### src/rtl/seq_det_prog_if.sv
// ---------------------------------------------------------------------------
// seq_det_prog_if
//
// Signal bundle between a serial bit source / configuration master and the
// seq_det_prog pattern detector. Clock and reset are not part of the bundle;
// they stay plain ports on the detector.
//
// Parameters (must match the detector instance):
//   MAX_LEN  maximum pattern length in bits
//   CNT_W    width of match_count
//   LEN_W    width of cfg_len (derived from MAX_LEN)
//
// Signals:
//   din_valid    master -> slave  qualifies din this cycle
//   din          master -> slave  serial data bit
//   cfg_load     master -> slave  load configuration this cycle
//   cfg_pattern  master -> slave  pattern, bit [len-1] is received first
//   cfg_len      master -> slave  pattern length, legal 1..MAX_LEN
//   cfg_overlap  master -> slave  1 = overlapping matches allowed
//   armed        slave -> master  a valid configuration is held
//   match        slave -> master  registered one-cycle hit pulse
//   cfg_err      slave -> master  one-cycle pulse after an illegal load
//   match_count  slave -> master  saturating hit count
//
// Modports: master (source side), slave (detector side).
// ---------------------------------------------------------------------------
interface seq_det_prog_if #(
    parameter int MAX_LEN = 8,
    parameter int CNT_W   = 8,
    parameter int LEN_W   = $clog2(MAX_LEN) + 1
);
    logic               din_valid;
    logic               din;
    logic               cfg_load;
    logic [MAX_LEN-1:0] cfg_pattern;
    logic [LEN_W-1:0]   cfg_len;
    logic               cfg_overlap;
    logic               armed;
    logic               match;
    logic               cfg_err;
    logic [CNT_W-1:0]   match_count;

    modport master (
        output din_valid, din, cfg_load, cfg_pattern, cfg_len, cfg_overlap,
        input  armed, match, cfg_err, match_count
    );

    modport slave (
        input  din_valid, din, cfg_load, cfg_pattern, cfg_len, cfg_overlap,
        output armed, match, cfg_err, match_count
    );
endinterface

### src/rtl/seq_det_prog.sv
// ---------------------------------------------------------------------------
// seq_det_prog
//
// Runtime-programmable serial pattern detector. A qualified serial bit
// stream is shifted into a history register and compared against a loaded
// pattern of 1..MAX_LEN bits. Every hit gives a registered one-cycle match
// pulse. Overlapping or non-overlapping detection is chosen at load time.
//
// Optional feature macro: SEQ_DET_PROG_COUNT_EN
//   defined   -> a saturating match counter drives match_count
//   undefined -> no counter flops; match_count is tied to zero
//
// Ports:
//   clock  sole clock, rising edge
//   reset  asynchronous, active-high reset
//   bus    seq_det_prog_if.slave (serial input, configuration, status)
//
// States:
//   UNCFG   no valid configuration, input ignored
//   FILL    fewer than len bits collected since arming / last disjoint hit
//   DETECT  history holds at least len fresh bits
// ---------------------------------------------------------------------------
module seq_det_prog #(
    parameter int MAX_LEN = 8,
    parameter int CNT_W   = 8,
    parameter int LEN_W   = $clog2(MAX_LEN) + 1
) (
    input  logic            clock,
    input  logic            reset,
    seq_det_prog_if.slave   bus
);

    typedef enum logic [1:0] {
        UNCFG  = 2'd0,
        FILL   = 2'd1,
        DETECT = 2'd2
    } state_t;

    state_t             state_q, state_d;
    logic [MAX_LEN-1:0] pat_q, pat_d;
    logic [LEN_W-1:0]   len_q, len_d;
    logic               overlap_q, overlap_d;
    logic [MAX_LEN-1:0] hist_q, hist_d;
    logic [LEN_W-1:0]   fill_q, fill_d;
    logic               match_q, match_d;
    logic               cfg_err_q, cfg_err_d;

    logic               load_ok;     // cfg_load with a legal length
    logic               accept;      // din taken into the history this cycle
    logic               hit;         // accepted bit completes the pattern
    logic [MAX_LEN-1:0] hist_shift;  // history including the incoming bit
    logic [MAX_LEN-1:0] len_mask;    // ones in the low len_q positions
    logic [LEN_W:0]     fill_inc;    // one bit wider so len_q == MAX_LEN compares cleanly

    // Length mask: only the low len_q bits of history and pattern take part
    // in the comparison, so pattern bits above len are don't-care.
    always_comb begin
        len_mask = '0;
        for (int i = 0; i < MAX_LEN; i++) begin
            len_mask[i] = (i < int'(len_q));
        end
    end

    // NOTE: every signal written here gets a default at the top, so no path
    // through the branches can leave one unassigned and infer a latch.
    always_comb begin
        state_d   = state_q;
        pat_d     = pat_q;
        len_d     = len_q;
        overlap_d = overlap_q;
        hist_d    = hist_q;
        fill_d    = fill_q;
        match_d   = 1'b0;
        cfg_err_d = 1'b0;

        load_ok    = bus.cfg_load && (bus.cfg_len != '0) &&
                     (bus.cfg_len <= LEN_W'(MAX_LEN));
        // A load in the same cycle wins: the din bit is dropped either way.
        accept     = bus.din_valid && !bus.cfg_load && (state_q != UNCFG);
        hist_shift = {hist_q[MAX_LEN-2:0], bus.din};
        fill_inc   = {1'b0, fill_q} + (LEN_W+1)'(1);
        hit        = accept && (fill_inc >= {1'b0, len_q}) &&
                     (((hist_shift ^ pat_q) & len_mask) == '0);

        if (bus.cfg_load) begin
            if (load_ok) begin
                pat_d     = bus.cfg_pattern;
                len_d     = bus.cfg_len;
                overlap_d = bus.cfg_overlap;
                hist_d    = '0;
                fill_d    = '0;
                state_d   = FILL;
            end else begin
                // Illegal length: flag it, keep everything else as it was.
                cfg_err_d = 1'b1;
            end
        end else if (accept) begin
            hist_d = hist_shift;
            fill_d = (fill_q == len_q) ? fill_q : fill_inc[LEN_W-1:0];
            if (hit) begin
                match_d = 1'b1;
                if (!overlap_q) begin
                    // Disjoint mode: the matched bits may not seed another hit.
                    fill_d  = '0;
                    state_d = FILL;
                end else begin
                    state_d = DETECT;
                end
            end else begin
                state_d = (fill_d == len_q) ? DETECT : FILL;
            end
        end
    end

    // NOTE: sequential state uses non-blocking assignments so every flop
    // samples the pre-edge values, independent of statement order.
    always_ff @(posedge clock or posedge reset) begin
        if (reset) begin
            state_q   <= UNCFG;
            pat_q     <= '0;
            len_q     <= '0;
            overlap_q <= 1'b0;
            hist_q    <= '0;
            fill_q    <= '0;
            match_q   <= 1'b0;
            cfg_err_q <= 1'b0;
        end else begin
            state_q   <= state_d;
            pat_q     <= pat_d;
            len_q     <= len_d;
            overlap_q <= overlap_d;
            hist_q    <= hist_d;
            fill_q    <= fill_d;
            match_q   <= match_d;
            cfg_err_q <= cfg_err_d;
        end
    end

    // All outputs come straight from flops: no input-to-output path.
    assign bus.armed   = (state_q != UNCFG);
    assign bus.match   = match_q;
    assign bus.cfg_err = cfg_err_q;

`ifdef SEQ_DET_PROG_COUNT_EN
    logic [CNT_W-1:0] count_q, count_d;

    // Cleared by every legal load, saturates at all-ones.
    always_comb begin
        count_d = count_q;
        if (load_ok) begin
            count_d = '0;
        end else if (hit && (count_q != '1)) begin
            count_d = count_q + CNT_W'(1);
        end
    end

    always_ff @(posedge clock or posedge reset) begin
        if (reset) begin
            count_q <= '0;
        end else begin
            count_q <= count_d;
        end
    end

    assign bus.match_count = count_q;
`else
    assign bus.match_count = {CNT_W{1'b0}};
`endif

endmodule

### src/flat_wrapper.sv
// flat-port wrapper written by rule: the top's interface ports become plain ports
module seq_det_prog_flat 
#(
    parameter int MAX_LEN = 8,
    parameter int CNT_W   = 8,
    parameter int LEN_W   = $clog2(MAX_LEN) + 1
)
  (clock, reset, bus_din_valid, bus_din, bus_cfg_load, bus_cfg_pattern, bus_cfg_len, bus_cfg_overlap, bus_armed, bus_match, bus_cfg_err, bus_match_count);
  seq_det_prog_if #(.MAX_LEN(MAX_LEN), .CNT_W(CNT_W), .LEN_W(LEN_W)) bus_i ();
  input  logic clock;
  input  logic reset;
  input wire logic [$bits(bus_i.din_valid)-1:0] bus_din_valid;
  input wire logic [$bits(bus_i.din)-1:0] bus_din;
  input wire logic [$bits(bus_i.cfg_load)-1:0] bus_cfg_load;
  input wire logic [$bits(bus_i.cfg_pattern)-1:0] bus_cfg_pattern;
  input wire logic [$bits(bus_i.cfg_len)-1:0] bus_cfg_len;
  input wire logic [$bits(bus_i.cfg_overlap)-1:0] bus_cfg_overlap;
  output wire logic [$bits(bus_i.armed)-1:0] bus_armed;
  output wire logic [$bits(bus_i.match)-1:0] bus_match;
  output wire logic [$bits(bus_i.cfg_err)-1:0] bus_cfg_err;
  output wire logic [$bits(bus_i.match_count)-1:0] bus_match_count;
  assign bus_i.din_valid = bus_din_valid;
  assign bus_i.din = bus_din;
  assign bus_i.cfg_load = bus_cfg_load;
  assign bus_i.cfg_pattern = bus_cfg_pattern;
  assign bus_i.cfg_len = bus_cfg_len;
  assign bus_i.cfg_overlap = bus_cfg_overlap;
  assign bus_armed = bus_i.armed;
  assign bus_match = bus_i.match;
  assign bus_cfg_err = bus_i.cfg_err;
  assign bus_match_count = bus_i.match_count;
  seq_det_prog #(.MAX_LEN(MAX_LEN), .CNT_W(CNT_W), .LEN_W(LEN_W)) u_core (.clock(clock), .reset(reset), .bus(bus_i));
endmodule
### config.mk
export PLATFORM = sky130hd
export DESIGN_NAME = seq_det_prog_flat
export DESIGN_NICKNAME = d
export VERILOG_FILES = /design/src/rtl/seq_det_prog_if.sv /design/src/rtl/seq_det_prog.sv /design/src/flat_wrapper.sv
export SDC_FILE = /design/constraint.sdc
export NUM_CORES = 1
export LEC_CHECK = 0
export ABC_AREA = 1
export CAP_MARGIN = 0
export CELL_PAD_IN_SITES_DETAIL_PLACEMENT = 0
export CELL_PAD_IN_SITES_GLOBAL_PLACEMENT = 2
export CORE_AREA = 2 2 85 87
export DETAILED_ROUTE_END_ITERATION = 6
export DIE_AREA = 0 0 87 89
export HOLD_SLACK_MARGIN = 0.08
export PLACE_DENSITY = 0.75
export SYNTH_ARGS = -nofsm -noshare
export SYNTH_HDL_FRONTEND = slang
export SYNTH_SLANG_ARGS = --single-unit
### constraint.sdc
create_clock -name clock -period 1.87 [get_ports clock]
set_input_delay 0.4675 -clock clock [delete_from_list [all_inputs] [get_ports clock]]
set_output_delay 0.4675 -clock clock [all_outputs]
set_load 0.005 [all_outputs]
==> flow_summary_export.csv <==
group,metric,value,unit
critical_path,cp.required,2030,ps
critical_path,startpoint_type,"register",
timing,fmaxAchievable,530.6,MHz
detailed_routing,vias,1609,
clock_tree,hold_buffers,0,
placed_design,finalWeightedCongestion,0.8894,
yosys,synth-simple-area-share,0.3266,
yosys,yosys_warnings,0,
floorplan,num_rows,30,
clock_tree,cts_buffers,3,
critical_path,cpPeakStageDelay,430,ps
global_route,grt_antenna_before_repair,0,
clock_tree,clk_pin_slew_worst_paths,90,ps
global_route,grt_pass1_wl,7.272,mm
power,p_switching,956.1,µW
timing,drv_slew,0,
finish,multi_input_area,1002,µm²
critical_path,crit_slowest_cell,"dfrtp_1",
timing,setup_ws,-14.82,ps
clock_tree,h-tree-depth,1,
detailed_routing,drtIter0Drc,47,
detailed_routing,wire_per_inst,11.39,µm
power,p_int,1.486,mW
yosys,synth_xor_xnor_area_share,0.03009,
timing,min_period_over_period,1.008,
detailed_routing,routed_via_density,4.201,
detailed_routing,drt_first_pass_iters,4,
yosys,yosysTopAreaCell,"dfrtp_1",
detailed_routing,finalWirelength,4.361,mm
finish,nFillCells,700,
clock_tree,clock_path_buffers,2,
global_route,grt_max_degree,29,
critical_path,path_cells,"ha_4 -> xor2_4 -> ha_4 -> nand2_1 -> inv_1 -> nand4_1 -> nand4_1 -> nand3_2 -> nor2_4 -> nor2_4 -> nand2_1 -> o21ai_1",
critical_path,rr_worst_depth,12,
global_route,grt_overflow,0,
detailed_routing,ant_nets,0,
clock_tree,clk_latency,270,ps
timing,hold_viol,0,
critical_path,ff2ff_setup_slack,-10,ps
power,p_comb_frac,0.528,
worst_hold_path,hp-class,"reg -> reg",
placed_design,hpwlAfterDp,3.480,mm
power,p_clk_frac,0.151,
yosys,ys_seq_area_frac,0.4011,
clock_tree,cts.sinks,28,
clock_tree,cts_tree,"yes",
clock_tree,cts_root_buf,"clkbuf_8",
critical_path,cp.arrival,2040,ps
timing,rsz0062_at_grt,"yes",
floorplan,design.core.area,6719,µm²
floorplan,die_w,87,µm
yosys,synth_area_per_cell,7.072,µm²
status,status,"finished, violations left",
timing,setup_viol,4,
yosys,synth.area.mux_share,0,
yosys,synth_edf_count,0,
critical_path,r2r_start,"u_core.fill_q[0]",
yosys,synth_adder_area_share,0.03582,
finish,stdcell_area,2495,µm²
yosys,async_flop_share,1.000,
critical_path,critPathKind,"reg -> reg",
run,drv_cap,0,
floorplan,fp.dieArea,7743,µm²
placed_design,placed_cell_area,2243,µm²
power,p_sw_frac,0.3916,
yosys,synth.distinct_cells,24,
yosys,netlist_instances,247,
power,power.density,978.7,nW/µm²
global_route,track_usage,0.1204,
yosys,synth_top_family_by_area,"simple AND/OR/NAND/NOR gates",
status,violations,"setup timing",
placed_design,io_buffers,20,
power,p_leak,1.260,nW
yosys,ys.flop_type,"dfrtp_1",
critical_path,end_kind,"register",
timing,min_period,1885,ps
critical_path,cp_max_fo,6,
floorplan,start_util,0.2600,
floorplan,io_pins,29,
critical_path,crit_path_start,"u_core.fill_q[0]",
yosys,synth_compound_area_frac,0.07235,
yosys,synth-seq-cells,28,
finish,fin_nets,327,
critical_path,rr_endpoint,"u_core.fill_q[2]",
power,p_seq_frac,0.321,
yosys,synthTopCellsByArea,"dfrtp_1, nand2_1, inv_1",
power,ir_drop,0.0004047,V
yosys,synth_area,1747,µm²
floorplan,die_h,89,µm
detailed_routing,drc,0,
power,power,2.442,mW
finish,ff_latch_area,701.9,µm²
timing,fin_worst_skew,3.393,ps
global_route,grt_pass1_vias,1555,
finish,drive_gt1_frac,0.2508,
finish,n_antenna_cell,0,
finish,area_delta_synth_final,42.84,%
critical_path,crit_end,"u_core.fill_q[2]",
yosys,yosys.area.top_type_share,0.4011,
flip-flops by register name (all words and copies together), names as in the netlist:
signal,count
u_core.hist_q,7
u_core.fill_q,4
u_core.len_q,4
u_core.bus.match,1
u_core.bus.cfg_err,1
u_core.pat_q,8
u_core.overlap_q,1
u_core.state_q,2
worst max-delay path, delay by kind of cell (launching register included):
family	cells	cell delay, ps
and+or+nand+nor	7	610
AOI/OAI and AO/OA	1	50
buffers and inverters	1	50
DFF	1	430
xor gates and xnor gates	1	160
adders and majority gates	2	480
logic make-up (layout without fill, tap and decap cells):
| kind of cell | Yosys count | in the layout |
|---|---|---|
| other | 1 | 8 |
| xor gates and xnor gates | 6 | 6 |
| DFF | 28 | 28 |
| adders and majority gates | 5 | 5 |
| and+or+nand+nor | 131 | 131 |
| AOI/OAI and AO/OA | 23 | 23 |
| buffers and inverters | 53 | 102 |
cells in the final DEF (no fill, tap or decap), drive strengths merged, types with 6 or more instances in the layout:
cell type / n
buf: 36
clkdlybuf4s50: 20
conb: 8
dfrtp: 28
inv: 42
nand2: 90
nand3: 20
nor2: 16
o21ai: 14
o22ai: 6
layer usage:
layer  GRT usage  up-vias  part of all wire
li1            -      858                 -
met1      0.1571      730              0.47
met2      0.2117       19              0.51
met3     0.01385        2             0.020
met4     0.03267        0            0.0076
met5           0        -                 0
how the worst min path moves through the flow:
| stage | start | endpoint | depth (start not counted) | slack, ps |
|---|---|---|---|---|
| final | u_core.state_q[1] | u_core.state_q[1] | 2 | 490 |
| after global routing | u_core.pat_q[2] | u_core.pat_q[2] | 2 | 530 |
| after CTS | u_core.state_q[1] | u_core.state_q[1] | 2 | 490 |
| after detailed placement | u_core.state_q[1] | u_core.state_q[1] | 2 | 470 |
| after global placement | u_core.state_q[1] | u_core.state_q[1] | 2 | 470 |
| after floorplan | u_core.state_q[1] | u_core.state_q[1] | 2 | 450 |
repair_timing:
action                                  4_1_cts  5_1_grt
gates resized for setup                       4       26
hold endpoints to repair                      0        0
setup buffers                                 2        2
pin swaps                                     5       10
endpoints found under the setup margin        6       10
Yosys cell counts, types with 3 or more instances:
cell     count
xor2_1       4
nand4_1      4
buf_4        8
nand2_1     86
inv_1       39
nand3_1     19
o21ai_1      5
o21ai_0      9
ha_1         5
nor2_1      11
inv_2        3
nand2_2      4
dfrtp_1     28
o22ai_1      6
nor2_4       3
final cells by class:
cell class,count,share of cell area
Multi-Input combinational cell,173,0.4017
Timing Repair Buffer,56,0.1916
Tap cell,80,0.04012
Clock buffer,4,0.02207
Sequential cell,28,0.2813
Inverter,42,0.06319
through the flow:
step                      hold slack, ps  setup TNS, ps    util  cells  setup WS, ps
after floorplan                    449.5              0       -    254        0.4380
after global placement             465.6          -3584  0.3339    375        -241.1
after detailed placement           467.9          -3958  0.3339    375        -259.5
after CTS                          492.3         -263.3  0.3480    381        -55.92
after global routing               526.9         -655.1  0.3713    383        -145.6
final                              491.5         -41.00  0.3713    383        -14.82
power by group through the flow:
stage / Combinational [mW] / Clock [mW] / Sequential, mW
final: 1.29 / 0.368 / 0.784
after floorplan: 0.668 / 0 / 0.774
after CTS: 1.13 / 0.389 / 0.766
after global routing: 1.47 / 0.412 / 0.793
after global placement: 1.09 / 0 / 0.772
after detailed placement: 1.09 / 0 / 0.775
No activity file was read; power rests on OpenSTA's default activity.
